<file path="config.mk">
export PLATFORM = sky130hd
export DESIGN_NAME = led_counter_gen
export DESIGN_NICKNAME = d
export VERILOG_FILES = /design/src/rtl/led_counter_gen.sv
export SDC_FILE = /design/constraint.sdc
export NUM_CORES = 1
export LEC_CHECK = 0
export BUFFER_PORTS_ARGS = -buffer_cell sky130_fd_sc_hd__buf_2
export CORE_MARGIN = 1.5
export CORE_UTILIZATION = 30
export DETAILED_ROUTE_END_ITERATION = 8
export HOLD_SLACK_MARGIN = 0.05
export PLACE_DENSITY = 0.65
export SETUP_SLACK_MARGIN = 0.1
export SLEW_MARGIN = 20
export SYNTH_ARGS = -nofsm -noshare
export SYNTH_HDL_FRONTEND = slang
export SYNTH_SLANG_ARGS = --single-unit
</file>
<file path="constraint.sdc">
create_clock -name clk -period 2.7 [get_ports clk]
set_input_delay 0.135 -clock clk [delete_from_list [all_inputs] [get_ports clk]]
set_output_delay 0.135 -clock clk [all_outputs]
set_load 0.02 [all_outputs]
</file>
<file path="src/rtl/led_counter_gen.sv">
// Parametrised LED step counter: prescaled up/down counter with wrap (or saturate) and parallel load.
// Latency: led/tc/step registered, all updated on the same tick edge; load visible one cycle after strobe.
// Backpressure: none; en freezes the prescaler phase and the count, nothing is dropped or queued.
//
// Ports:
//   clk       rising-edge system clock
//   reset     synchronous active-low reset (clears count, prescaler and pulses)
//   en        count enable; prescaler advances only while high
//   up        direction, 1 = increment, 0 = decrement (sampled at tick)
//   load      synchronous parallel load strobe, wins over a tick on the same edge
//   load_val  value to load, clamped to MAX_VAL
//   led       current count, 0..MAX_VAL
//   tc        one-cycle terminal-count pulse, aligned with the led change
//   step      one-cycle prescaler tick, aligned with the led change
//
// Build option: define LEDCNT_SATURATE_EN to make the counter stick at its
// limits (tc still pulses on every tick that hits the limit) instead of wrapping.

module led_counter_gen #(
    parameter int WIDTH    = 4,
    parameter int MAX_VAL  = 2**WIDTH - 1,
    parameter int PRESCALE = 1
) (
    input  logic             clk,
    input  logic             reset,
    input  logic             en,
    input  logic             up,
    input  logic             load,
    input  logic [WIDTH-1:0] load_val,
    output logic [WIDTH-1:0] led,
    output logic             tc,
    output logic             step
);

    // Prescaler needs at least one bit even when PRESCALE is 1; in that case
    // it sits at 0 permanently and every enabled edge is a tick.
    localparam int               PRE_W    = (PRESCALE > 1) ? $clog2(PRESCALE) : 1;
    localparam logic [PRE_W-1:0] PRE_LAST = PRE_W'(PRESCALE - 1);
    localparam logic [WIDTH-1:0] LED_MAX  = WIDTH'(MAX_VAL);

    logic [PRE_W-1:0] pre_cnt;
    logic             tick;
    logic             at_limit;
    logic [WIDTH-1:0] step_led;
    logic [WIDTH-1:0] load_clamped;

    assign tick = en && (pre_cnt == PRE_LAST);

    // The limit depends on direction: MAX_VAL going up, 0 going down. Comparing
    // against MAX_VAL rather than all-ones keeps non-binary moduli exact.
    assign at_limit = up ? (led == LED_MAX) : (led == '0);

    assign load_clamped = (load_val > LED_MAX) ? LED_MAX : load_val;

    // Count value to take on a tick.
    always_comb begin
        step_led = led;
        if (at_limit) begin
`ifdef LEDCNT_SATURATE_EN
            step_led = led;
`else
            step_led = up ? '0 : LED_MAX;
`endif
        end else if (up) begin
            step_led = led + WIDTH'(1);
        end else begin
            step_led = led - WIDTH'(1);
        end
    end

    // Priority: reset, load, tick, hold.
    always_ff @(posedge clk) begin
        if (!reset) begin
            pre_cnt <= '0;
            led     <= '0;
            tc      <= 1'b0;
            step    <= 1'b0;
        end else if (load) begin
            // Load restarts the prescale phase so the next step is a full
            // PRESCALE edges away, even if this edge would have ticked.
            pre_cnt <= '0;
            led     <= load_clamped;
            tc      <= 1'b0;
            step    <= 1'b0;
        end else if (tick) begin
            pre_cnt <= '0;
            led     <= step_led;
            tc      <= at_limit;
            step    <= 1'b1;
        end else begin
            tc   <= 1'b0;
            step <= 1'b0;
            if (en) begin
                pre_cnt <= pre_cnt + PRE_W'(1);
            end
        end
    end

endmodule

</file>
Yosys cells after proc, flatten, opt, wreduce, memory -nomap -nowiden:

Index checks and enable logic that the tools add are counted.

* bits in registers: 7
* word-level logic and storage cells: 26

* reductions and logical operators: 6
* bitwise operators: 3
* $lt $le $gt $ge: 1
* mux-type cells: 8
* eq/ne operators: 1
* add/subtract/negate cells: 3

Operators with widths (number)
* 4-bit two-way mux: 6
* 3-bit OR reduction: 2
* 4-bit by 1-bit adder with 4-bit output (second input constant): 1
* 4-bit equality test (second input constant): 1
* 4-bit greater-than comparator (second input constant): 1
* 4-bit zero test: 1
* 4-bit by 1-bit subtractor with 4-bit output (second input constant): 1
* 1-bit inverter: 3
* 1-bit two-way mux: 2
* 2-bit nonzero test: 1
* 2-bit OR reduction: 1
* 1-bit adder (second input constant): 1
* 1-bit logical AND: 1

Depth between registers and ports, before layout:

Gate-level depths: netlist of the first run.

* depth after elaboration: 5
* gate-level depth with buffers: 6
* depth with buffers taken out: 6

Worst setup path after synthesis of the first run:

No wires, ideal clock.

* path kind: reg2reg
* start: register led[1]
* end: register led[3]
* arrival: 1308 ps
* cell stages (with the launch flop): 6
* path buffers: 0
* slack: 1269 ps
* cells stage by stage: dfxtp_1 ha_1 a21o_1 a21oi_1 xnor2_1 o22ai_1

* longest elaborated chain between the ends: 5

Ends and longest elaborated chain
* start: declaration: RTL line 30 `output logic [WIDTH-1:0] led,`
* start signal: assignment: RTL line 82 `led <= load_clamped;`
* start signal: assignment: RTL line 87 `led <= step_led;`
* 4-bit by 1-bit subtractor with 4-bit output (tied with other cells): RTL line 67 `step_led = led - WIDTH'(1);`
* 4-bit two-way mux / 1-bit two-way mux (equally long branches): RTL line 64, 51
* 4-bit two-way mux (*): RTL line 58 `if (at_limit) begin`
* 4-bit two-way mux (*): RTL line 85 `end else if (tick) begin`
* 4-bit two-way mux (*): RTL line 78 `end else if (load) begin`

Every way passes the cells marked *; elsewhere a longest branch is shown, timed or not. The select of a mux whose other input is x is not followed.
A chain may end at the register's enable or synchronous reset.

Final worst setup path of the first run:

Ends and elaborated chain as after synthesis.

==> results.env, run 1 <==
OUTCOME='complete, no violations'
CLOCK-SKEW-FINAL_PS=0.820
CAP_VIOL_MAX_COUNT=0
HOLD_BUFFERS=0
SYNTH_NETS=58
CLKPWRFRAC_PCT=33.1
WORSTPATHMAXFANOUT=6
DIEAREA_MM2=0.00165
FINAL_HOLD_VIOL_COUNT=0
CRITPATHBUFINV=0
NNETSFINAL=77
DPL_WORST_SLACK_PS=1300
FINAL.HOLD.WORST_SLACK_PS=80.4
ROW_COUNT=13
POWER.SWITCHING_FRACTION_PCT=31.3
GRT_FIRST_PASS_WIRELENGTH_UM=1400
ANTENNA_CELLS_INSERTED=0
SYNTH.DISTINCT_CELLS=25
SLOWEST_DELAY_PS=410
AVGVIACOUNTPERCELL=4.81
FIN_TNS_SETUP_PS=0
POST-SYNTH-TOP-AREA-FRACTION_PCT=32.9
WORST_SETUP_HOLD_PATH_CLK_SLEW_PS=50
POWER.INTERNAL_mW=0.203
CTS_BUFFERS=3
ANT_NETS=0
SYNTH-EDFF-COUNT=0
CRIT_PATH_CELL_TRACE='ha_1 -> a21o_1 -> a21oi_1 -> xnor2_1 -> o22ai_1'
ARRIVAL_PS=1530
ROUTED-VIA-COUNT=380
POST_CTS_RESIZED=0
HOLD_CLASS='in2reg'
IOS=15
MOST_COMMON_CELL_IN_THE_NETLIST='dfxtp_1'
PLACEMENT.IO_BUFFERS=14
CLOCK_INSERTION_DELAY_WORST_SKEW_PS=250
FINAL.SETUP.WORST_SLACK_PS=1310
SETUP_VIOLATIONS=0
RELSLEWSLACK_PCT=83.2
FINALCRITICALPERIOD_PS=1390
START_UTIL_PCT=32.3
CTS_POST_SETUP_BUFFERS_INSERTED=0
CTS_HTREE_LEVELS=1
YS_ASYNC_SR_FRACTION_PCT=0
GP_ROUTABILITY_CONGESTION=0.748
SYN-CELL-AREA_UM2=425
VDD_DROP_MAX_uV=233
CP-END-KIND='register'
FMAX_MHz=720
PWR_DENSITY_mW_PER_MM2=545
POSTROUTEWIRELENGTH_UM=888
LAYOUT-DRIVE-GT1-SHARE_PCT=34.4
SYNTH-SEQ-AREA-SHARE_PCT=32.9
AREA.GROWTH.SYNTH_TO_FINAL_PCT=27.1
DIE_Y_UM=40.7
YS.FLOP_TYPE='dfxtp_1'
TIGHTESTPINTRANSITION_PS=248
WL_PER_CELL_UM=11.2
SYNTH.TOP_CELLS.BY_COUNT='dfxtp_1 (7), nand2_1 (4), o21ai_0 (4)'
WORST-SETUP-PATH-TYPE='reg2reg'
NUMBER_OF_ANTENNA_VIOLATIONS_AT_THE_FIRST_CHECK_IN_GLOBAL_ROUTING=0
DR_ITER_0_VIOLS=3
CLOCK-SINKS=7
RSZ0062_AT_GRT='no'
CRITICAL_PATH.STARTPOINT_TYPE='register'
POSTPLACECELLAREA_UM2=514
SYNTH.YOSYS.WARNINGS=0
SYNTH_SEQ_CELLS=7
DRT_PRE_ANTENNA_ITERS=4
POWER.COMBINATIONAL.FRACTION_PCT=25.5
CPMAXSTAGEDELAYCELL='dfxtp_1'
SYN-MEAN-INSTANCE-AREA_UM2=9.25
CRITICAL_PATH_REQUIRED_PS=2840
FINAL_MIN_PERIOD_OVER_CLOCK_PERIOD_PCT=51.4
DIEWIDTH_UM=40.7
CRITPATHTOPFAMILY='compound AO/OA/AOI/OAI gates'
FINALMAXSLEWVIOLATIONS=0
GRT_PASS1_VIAS=336
DRC=0
CELLLEAKAGEPOWER_nW=0.269
GRT_USAGE_PCT=13.5
P_SW_mW=0.0922
NETLIST_INSTANCES=46
SYNTH_AREA_LEADERS='dfxtp_1 (33%), ha_1 (5.9%), fa_1 (4.7%)'
CLOCKROOTBUFFER='clkbuf_4'
SHARE_SEQ_OF_TOTAL_POWER_PCT=41.4
POST-DP-HPWL_UM=715
GRT_START_MAX_NET_PINS=9
CORE-AREA_MM2=0.00132
NETLIST.TOP_CELL.BY_AREA='dfxtp_1'
GRT_OVERFLOW_TOTAL=0
FINAL_DESIGN_AREA_NO_FILL_UM2=541
CLOCK_TREE.BUFFER_DEPTH=2
CLOCK_TREE_FROM_TRITONCTS='done'
-- power groups by stage --
stage / Sequential [mW] / Combinational, mW / Clock (mW)
3_3_place_gp: 0.125 / 0.0761 / 0
4_1_cts: 0.122 / 0.0760 / 0.102
6_report: 0.122 / 0.0751 / 0.0976
5_1_grt: 0.124 / 0.0844 / 0.104
3_5_place_dp: 0.124 / 0.0750 / 0
2_1_floorplan: 0.132 / 0.0434 / 0
-- final cells by class --
class                   count  area [um2]
clock buffers               4        26.3
fillers                   134         777
inverters                   2        7.51
multi-input cells          37         278
flip-flops and latches      7         140
well taps                  15        18.8
repair buffers             14        70.1
-- flip-flops by register name, indices dropped and copies added, names as in the netlist --
register	cells
tc	1
pre_cnt	1
led	4
step	1
-- worst register-to-register path: cells and delay by family (launching register included) --
| kind | cells | cell delay, ps |
|---|---|---|
| AOI/OAI and AO/OA | 3 | 460 |
| adders and majority gates | 1 | 260 |
| DFF | 1 | 410 |
| xor gates and xnor gates | 1 | 150 |
-- placed cells by master (no fill, tap or decap), drive strengths merged, types with 2 or more instances in the layout --
| cell type | synthesis | routed |
|---|---|---|
| a211oi | 2 | 2 |
| a21o | 2 | 2 |
| a21oi | 2 | 2 |
| and3 | 2 | 2 |
| buf | 0 | 14 |
| clkbuf | 0 | 4 |
| dfxtp | 7 | 7 |
| ha | 2 | 2 |
| inv | 2 | 2 |
| nand2 | 4 | 4 |
| nand3 | 2 | 2 |
| nor3 | 3 | 3 |
| o21ai | 4 | 4 |
| xnor2 | 2 | 2 |
| xor2 | 2 | 2 |
-- cell families after synthesis --
kind of cell,Yosys count,share of synthesized area (%)
buffers and inverters,2,1.77
XOR/XNOR,4,8.24
adder cells (fa/ha/maj),3,10.6
AO/OA/AOI/OAI,13,19.7
flip-flops,7,32.9
AND/OR/NAND/NOR,17,26.8
-- worst paths after layout --
| path | from | endpoint | slack [ps] | cells past startpoint |
|---|---|---|---|---|
| worst max-delay path | led[1] | led[3] | 1310 | 5 |
| worst min register to register | pre_cnt | pre_cnt | 500 | 1 |
| worst min-delay path | en | pre_cnt | 80 | 2 |
| worst max register to register | led[1] | led[3] | 1310 | 5 |
-- stage by stage --
stage          cells  power (mW)  utilization [%]
6_report          79       0.295             41.0
5_1_grt           79       0.312             41.0
2_1_floorplan     46       0.175                -
4_1_cts           79       0.300             41.0
3_3_place_gp      75       0.201             39.0
3_5_place_dp      75       0.199             39.0
-- per-layer routing --
metal  up-vias  track usage, %  wire, um
li1        203               -         -
met1       161            17.3       403
met2        14            19.4       403
met3         2            4.89        64
met4         0            7.50        17
met5         -               0         0
No activity file was read; power rests on OpenSTA's default activity.
==> run 2, diff against run 1 <==
==> constraint.sdc (replaced) <==
create_clock -name clk -period 1.33 [get_ports clk]
set_input_delay 0.0665 -clock clk [delete_from_list [all_inputs] [get_ports clk]]
set_output_delay 0.0665 -clock clk [all_outputs]
set_load 0.02 [all_outputs]
==> run 2 against run 1 <==
Effect of this change: utilization rose by 6.8 points; critical endpoint is now tc; clock power increased by 95%; register-to-register slack lost 1200 ps; first-iteration DRC count increased by 33%; largest power group unchanged.
==> results.env, run 2 (same netlist as run 1, synthesis figures left out) <==
HOLD_DEPTH=2  # unchanged
WORST_SETUP_HOLD_PATH_CLK_SLEW_PS=50  # about the same
SLOWEST_DELAY_PS=520  # +110 ps
DIE_Y_UM=40.7  # unchanged
GRT_START_MAX_NET_PINS=9  # unchanged
LAYOUT-DRIVE-GT1-SHARE_PCT=49.3  # +15 points
POSTROUTEWIRELENGTH_UM=968  # +9.0%
FINALCRITICALPERIOD_PS=1260  # -127 ps
WORST_SETUP_PATH_STARTPOINT='led[2]'
CLOCK_TREE_FROM_TRITONCTS='done'
WL_MET2_UM=410  # +1.7%
ANTENNA_CELLS_INSERTED=0  # unchanged
HOLD_CLASS='in2reg'
CP-END-KIND='register'
NNETSFINAL=82  # +6.5%
CRIT_PATH_CELL_TRACE='or4_4 -> or2_0 -> a21boi_1'
AREA.GROWTH.SYNTH_TO_FINAL_PCT=48.2
CLOCKROOTBUFFER='clkbuf_4'
WORSTPATHMAXFANOUT=2  # -4
FINAL_HOLD_VIOL_COUNT=0  # unchanged
NUMBER_OF_ANTENNA_VIOLATIONS_AT_THE_FIRST_CHECK_IN_GLOBAL_ROUTING=0  # unchanged
GP_ROUTABILITY_CONGESTION=0.778  # +4.0%
WORSTHOLDENDPOINT='led[0]'
MIN_FROM='reset'
FINALPOWER_mW=0.634  # +110%
HIGHEST_METAL_USED='met4'
WL_MET3_UM=52  # -19%
MOST-COMMON-LAYOUT-CELLS='buf_2 (14), nand2_1 (4), o21ai_0 (4), dfxtp_1 (4)'
WORST-SETUP-PATH-TYPE='reg2reg'
WL_MET1_UM=484  # +20%
R2R_SETUP_SLACK_PS=70  # -1240 ps
FILLER_CELL_COUNT=126  # -6.0%
FMAX_MHz=793  # +10%
CTS_BUFFERS=3  # unchanged
WL_PER_CELL_UM=11.5  # +2.5%
REGISTER_AREA_UM2=146  # +4.5%
AVGVIACOUNTPERCELL=4.94  # +2.7%
IOS=15  # unchanged
RR_ENDPOINT='tc'
POSTPLACECELLAREA_UM2=536  # +4.1%
SETUP_VIOLATIONS=0  # unchanged
RSZ0062_AT_GRT='yes'
PLACEMENT.IO_BUFFERS=14  # unchanged
ARRIVAL_PS=1440  # -90 ps
LARGEST_REGISTER_FFS=4  # unchanged
REGISTERS.TOP_BY_FF_COUNT='led'
CPMAXSTAGEDELAYCELL='or4_4'
CLOCK_TREE.BUFFER_DEPTH=2  # unchanged
CLOCK_INSERTION_DELAY_WORST_SKEW_PS=250  # about the same
GRT_FIRST_PASS_WIRELENGTH_UM=1470  # +4.9%
FINAL.HOLD.WORST_SLACK_PS=104  # +23.2 ps
CORE-AREA_MM2=0.00132  # unchanged
CLOCK-SINKS=7  # unchanged
DRT_PRE_ANTENNA_ITERS=4  # unchanged
CTS_HTREE_LEVELS=1  # unchanged
START_UTIL_PCT=32.3  # unchanged
ROW_COUNT=13  # unchanged
CELLLEAKAGEPOWER_nW=0.294  # +9.3%
WORST_R2R_STARTPOINT='led[2]'
GRT_OVERFLOW_TOTAL=0  # unchanged
CRITICAL_PATH.STARTPOINT_TYPE='register'
CRITICAL_PATH_REQUIRED_PS=1510  # -1330 ps
CAP_VIOL_MAX_COUNT=0  # unchanged
PWR_DENSITY_mW_PER_MM2=1000  # +84%
MOST_COMMON_LIBRARY_CELL_IN_THE_LAYOUT_IGNORING_FILL_AND_TAPS='buf_2'
FINAL_MIN_PERIOD_OVER_CLOCK_PERIOD_PCT=94.8  # +43 points
FINALMAXSLEWVIOLATIONS=0  # unchanged
DRC=0  # unchanged
GRT_PASS1_VIAS=377  # +12%
RELSLEWSLACK_PCT=82.9  # -0.27 points
GRT_USAGE_PCT=14.0  # +0.54 points
ROUTED-VIA-COUNT=415  # +9.2%
TIGHTESTPINTRANSITION_PS=256  # +7.22 ps
FF2FF_PATH_DEPTH=3  # -2
OUTCOME='complete, no violations'
DIEAREA_MM2=0.00165  # unchanged
DR_ITER_0_VIOLS=4  # +1
CLOCK-SKEW-FINAL_PS=0.693  # -0.127 ps
VDD_DROP_MAX_uV=524  # +120%
ANT_NETS=0  # unchanged
FINAL_DESIGN_AREA_NO_FILL_UM2=631  # +17%
MULTI_INPUT_COMB_AREA_UM2=319  # +15%
POST-DP-HPWL_UM=708  # -0.98%
DIEWIDTH_UM=40.7  # unchanged
run 2: area by class of cell:
type / instances / area share, %
Multi-Input combinational cell: 37 / 50.6
Sequential cell: 7 / 23.2
Timing Repair Buffer: 19 / 17.9
Clock buffer: 4 / 4.17
Tap cell: 15 / 2.98
Inverter: 2 / 1.19
run 2: how the worst max path moves through the flow:
stage	endpoint	slack [ps]	cells past startpoint
2_1_floorplan	led[2]	20	4
3_3_place_gp	led[3]	-10	5
5_1_grt	led[1]	-0.6	4
4_1_cts	led[2]	60	4
3_5_place_dp	led[3]	-9	5
6_report	tc	70	3
run 2: what timing repair did:
item / in CTS / in global routing
gates cloned: 0 / 0
endpoints found under the setup margin: 4 / 4
hold buffers: 2 / 0
pin swaps: 7 / 4
endpoints found under the hold margin: 2 / 0
buffers inserted: 1 / 0
resized for setup: 3 / 3
run 2: metrics by stage:
stage / worst slack, ps / setup TNS (ps) / util [%] / std cells
2_1_floorplan: 24.5 / 0 / - / 46
3_3_place_gp: -12.4 / -12.4 / 40.6 / 77
3_5_place_dp: -9.37 / -9.37 / 40.6 / 77
4_1_cts: 59.9 / 0 / 46.9 / 84
5_1_grt: -0.619 / -0.619 / 47.9 / 84
6_report: 68.5 / 0 / 47.9 / 84
run 2: metal layers:
metal / global-route usage, % / vias to the layer above
met2: 19.8 / 15
met5: 0 / -
met1: 18.5 / 182
met3: 3.26 / 4
met4: 10.0 / 0
li1: - / 214
run 2: critical path: cells and delay by family (launching register included):
| kind | cells | cell delay (ps) |
|---|---|---|
| flops | 1 | 310 |
| compound gates | 1 | 130 |
| simple gates | 2 | 750 |
run 2: where the power goes:
part	total (mW)	internal, mW	switching, mW
Clock	0.190	0.114	0.0756
Combinational	0.197	0.0955	0.101
Sequential	0.247	0.227	0.0202
==> run 3, diff against run 2 <==
--- a/config.mk
+++ b/config.mk
@@ -5,6 +5,7 @@
 export SDC_FILE = /design/constraint.sdc
 export NUM_CORES = 1
 export LEC_CHECK = 0
+export ABC_AREA = 1
 export BUFFER_PORTS_ARGS = -buffer_cell sky130_fd_sc_hd__buf_2
 export CORE_MARGIN = 1.5
 export CORE_UTILIZATION = 30
==> run 3 against run 2 <==
Effect of this change: clock-buffer cell count unchanged; critical path depth rose by 5; non-clock buffer count fell by 1; combinational power decreased by 10%; routed wire length decreased by 8.0%; flip-flop and latch count unchanged; critical path type unchanged; critical endpoint is now led[3]; largest cell class unchanged; highest routed layer is now met3.
==> results.env, run 3 <==
OUTCOME='complete, no violations'
GRT_PASS1_VIAS=355  # -5.8%
SYNTH_TOP_FAMILY_BY_AREA='simple AND/OR/NAND/NOR gates'
GRT_OVERFLOW_TOTAL=0  # unchanged
WL_PER_CELL_UM=9.38  # -19%
CAP_VIOL_MAX_COUNT=0  # unchanged
LAYOUT-DRIVE-GT1-SHARE_PCT=41.3  # -8.0 points
CTS_BUFFERS=3  # unchanged
SYNTH-SEQ-AREA-SHARE_PCT=33.3  # +0.39 points
ROW_COUNT=13  # unchanged
PLACEMENT.IO_BUFFERS=14  # unchanged
WORSTPATHMAXFANOUT=2  # unchanged
FINALMAXSLEWVIOLATIONS=0  # unchanged
TIGHTESTPINTRANSITION_PS=221  # -34.5 ps
CLOCK-SKEW-FINAL_PS=0.173  # -0.520 ps
CELLLEAKAGEPOWER_nW=0.306  # +4.0%
RSZ0062_AT_GRT='yes'
NETLIST.TOP_CELL.BY_AREA='dfxtp_1'
FINAL.SETUP.WORST_SLACK_PS=121  # +52.2 ps
MOST_COMMON_LIBRARY_CELL_IN_THE_LAYOUT_IGNORING_FILL_AND_TAPS='nand2_1'
FINAL_CORE_AREA_UTILIZATION_PCT=45.9  # -2.0 points
ANTENNA_CELLS_INSERTED=0  # unchanged
FINALCRITICALPERIOD_PS=1210  # -52.2 ps
MOST_COMMON_CELL_IN_THE_NETLIST='nand2_1'
FIN_TNS_SETUP_PS=0  # unchanged
SETUP_VIOLATIONS=0  # unchanged
CLOCKROOTBUFFER='clkbuf_4'
VDD_DROP_MAX_uV=460  # -12%
DIE_Y_UM=40.4  # -0.54%
CLOCK_TREE.BUFFER_DEPTH=2  # unchanged
MOST-COMMON-LAYOUT-CELLS='nand2_1 (15), buf_2 (14), nor2_1 (6)'
CLOCK_TREE_FROM_TRITONCTS='done'
FMAX_MHz=827  # +4.3%
AREA_FRACTION_IN_COMPOUND_GATES_AFTER_SYNTHESIS_PCT=13.4  # -6.3 points
CTS_HTREE_LEVELS=1  # unchanged
SYNTH.TOP_CELLS.BY_COUNT='nand2_1 (16), dfxtp_1 (7), nor2_1 (6)'
IOS=15  # unchanged
CRITICAL_PATH.STARTPOINT_TYPE='register'
GRT_USAGE_PCT=13.0  # -1.1 points
GP_ROUTABILITY_CONGESTION=0.756  # -2.8%
SYN-MEAN-INSTANCE-AREA_UM2=7.25  # -22%
HOLD_CLASS='in2reg'
YOSYS.AREA_SHARE.ADDER_PCT=10.7  # +0.13 points
CRITICAL_PATH_REQUIRED_PS=1480  # -30 ps
AREA.GROWTH.SYNTH_TO_FINAL_PCT=42.0
FINAL_HOLD_VIOL_COUNT=0  # unchanged
FILLER_CELL_COUNT=147  # +17%
WORST_SETUP_HOLD_PATH_CLK_SLEW_PS=50  # about the same
ANT_NETS=0  # unchanged
DPL_WORST_SLACK_PS=82.9  # +92.3 ps
CLOCK-SINKS=7  # unchanged
LARGEST_REGISTER_FFS=4  # unchanged
CLOCK_INSERTION_DELAY_WORST_SKEW_PS=250  # about the same
FINAL_MIN_PERIOD_OVER_CLOCK_PERIOD_PCT=90.9  # -3.9 points
NNETSFINAL=93  # +13%
POSTROUTEWIRELENGTH_UM=891  # -8.0%
DR_ITER_0_VIOLS=8  # +4
CORE-AREA_MM2=0.00130  # -1.2%
SYN-CELL-AREA_UM2=420  # -1.2%
REGISTERS.TOP_BY_FF_COUNT='led'
SYNTH_NETS=70  # +21%
DRT_PRE_ANTENNA_ITERS=4  # unchanged
DRC=0  # unchanged
ROUTED-VIA-COUNT=450  # +8.4%
YS_ASYNC_SR_FRACTION_PCT=0  # unchanged
START_UTIL_PCT=32.3  # about the same
GRT_FIRST_PASS_WIRELENGTH_UM=1390  # -5.7%
DIEAREA_MM2=0.00163  # -1.1%
SYNTH-EDFF-COUNT=0  # unchanged
ARRIVAL_PS=1360  # -80 ps
SYNTH.DISTINCT_CELLS=19  # -24%
SYNTH.YOSYS.WARNINGS=0  # unchanged
NETLIST_INSTANCES=58  # +26%
GRT_START_MAX_NET_PINS=9  # unchanged
POST-SYNTH-TOP-AREA-FRACTION_PCT=33.3  # +0.39 points
RELSLEWSLACK_PCT=85.2  # +2.3 points
SYNTH_SEQ_CELLS=7  # unchanged
DIEWIDTH_UM=40.4  # -0.54%
CP-END-KIND='register'
POST_SYNTH_AND_OR_NAND_NOR_AREA_FRACTION_PCT=31.3  # +4.5 points
SYNTH_XOR_AREA_SHARE_PCT=4.17  # -4.1 points
YS.FLOP_TYPE='dfxtp_1'
WORST-SETUP-PATH-TYPE='reg2reg'
AVGVIACOUNTPERCELL=4.74  # -4.1%
SYNTHMUXAREASHARE_PCT=0  # unchanged
SYNTH_AREA_LEADERS='dfxtp_1 (33%), nand2_1 (14%), ha_1 (6.0%)'
NUMBER_OF_ANTENNA_VIOLATIONS_AT_THE_FIRST_CHECK_IN_GLOBAL_ROUTING=0  # unchanged
PWR_DENSITY_mW_PER_MM2=1030  # +2.5%
run 3: cell count changes after synthesis, sizes merged, moves of 3 or more:
cell / before / now
nor2: 1 / 7
inv: 2 / 8
nand2: 4 / 17
o21ai: 4 / 1
run 3: report_power, final:
part / switching [mW] / internal [mW] / total (mW)
clock: 0.0792 / 0.115 / 0.194
combinational: 0.0974 / 0.0799 / 0.177
sequential: 0.0186 / 0.225 / 0.244
run 3: path summary, 6_finish.rpt:
check | start | depth (start not counted) | to | slack (ps)
max | led[2] | 8 | led[3] | 120
min | reset | 3 | led[3] | 80
max reg2reg | led[2] | 8 | led[3] | 120
min reg2reg | pre_cnt | 2 | pre_cnt | 430
run 3: layer usage:
metal / track usage, % / part of all wire [%] / vias up
met2: 19.4 / 50 / 12
met3: 8.33 / 6.2 / 0
met1: 16.2 / 43 / 207
met4: 0.833 / 0 / 0
met5: 0 / 0 / -
li1: - / - / 231
run 3: cell type report:
class	count	area (um2)	share of cell area (%)
inverter	8	30.0	5.03
timing repair buffer	18	103	17.2
multi-input combinational	43	268	44.9
clock buffer	4	26.3	4.40
tap	15	18.8	3.14
sequential	7	151	25.4
run 3: kinds of logic after synthesis:
logic type	after synthesis
AOI/OAI and AO/OA	8
and+or+nand+nor	30
xor gates and xnor gates	2
buffers and inverters	8
adders and majority gates	3
DFF	7
run 3: critical path: stages (launching register included):
cell and delay [ps]:
dfxtp_4 350, ha_4 210, or2_1 210, nand2_1 70, nand2_1 40, nand3_1 60, nand2_1 50, nand2_1 60
a21oi_2 50
run 3: what timing repair did:
action | in CTS | in global routing
setup endpoints to repair | 2 | 2
gates resized for setup | 1 | 3
hold buffers | 1 | 0
gates cloned | 0 | 0
setup buffers | 1 | 2
hold endpoints to repair | 1 | 0
pin swaps | 2 | 4
run 3: stage by stage:
stage               cell area (um2)  power (mW)  instances  hold WS (ps)
floorplan                       439       0.361         58           143
global placement                528       0.405         87           243
detailed placement              528       0.408         87           248
CTS                             574       0.616         93          77.8
global route                    597       0.666         95          78.4
finish                          597       0.615         95          84.3
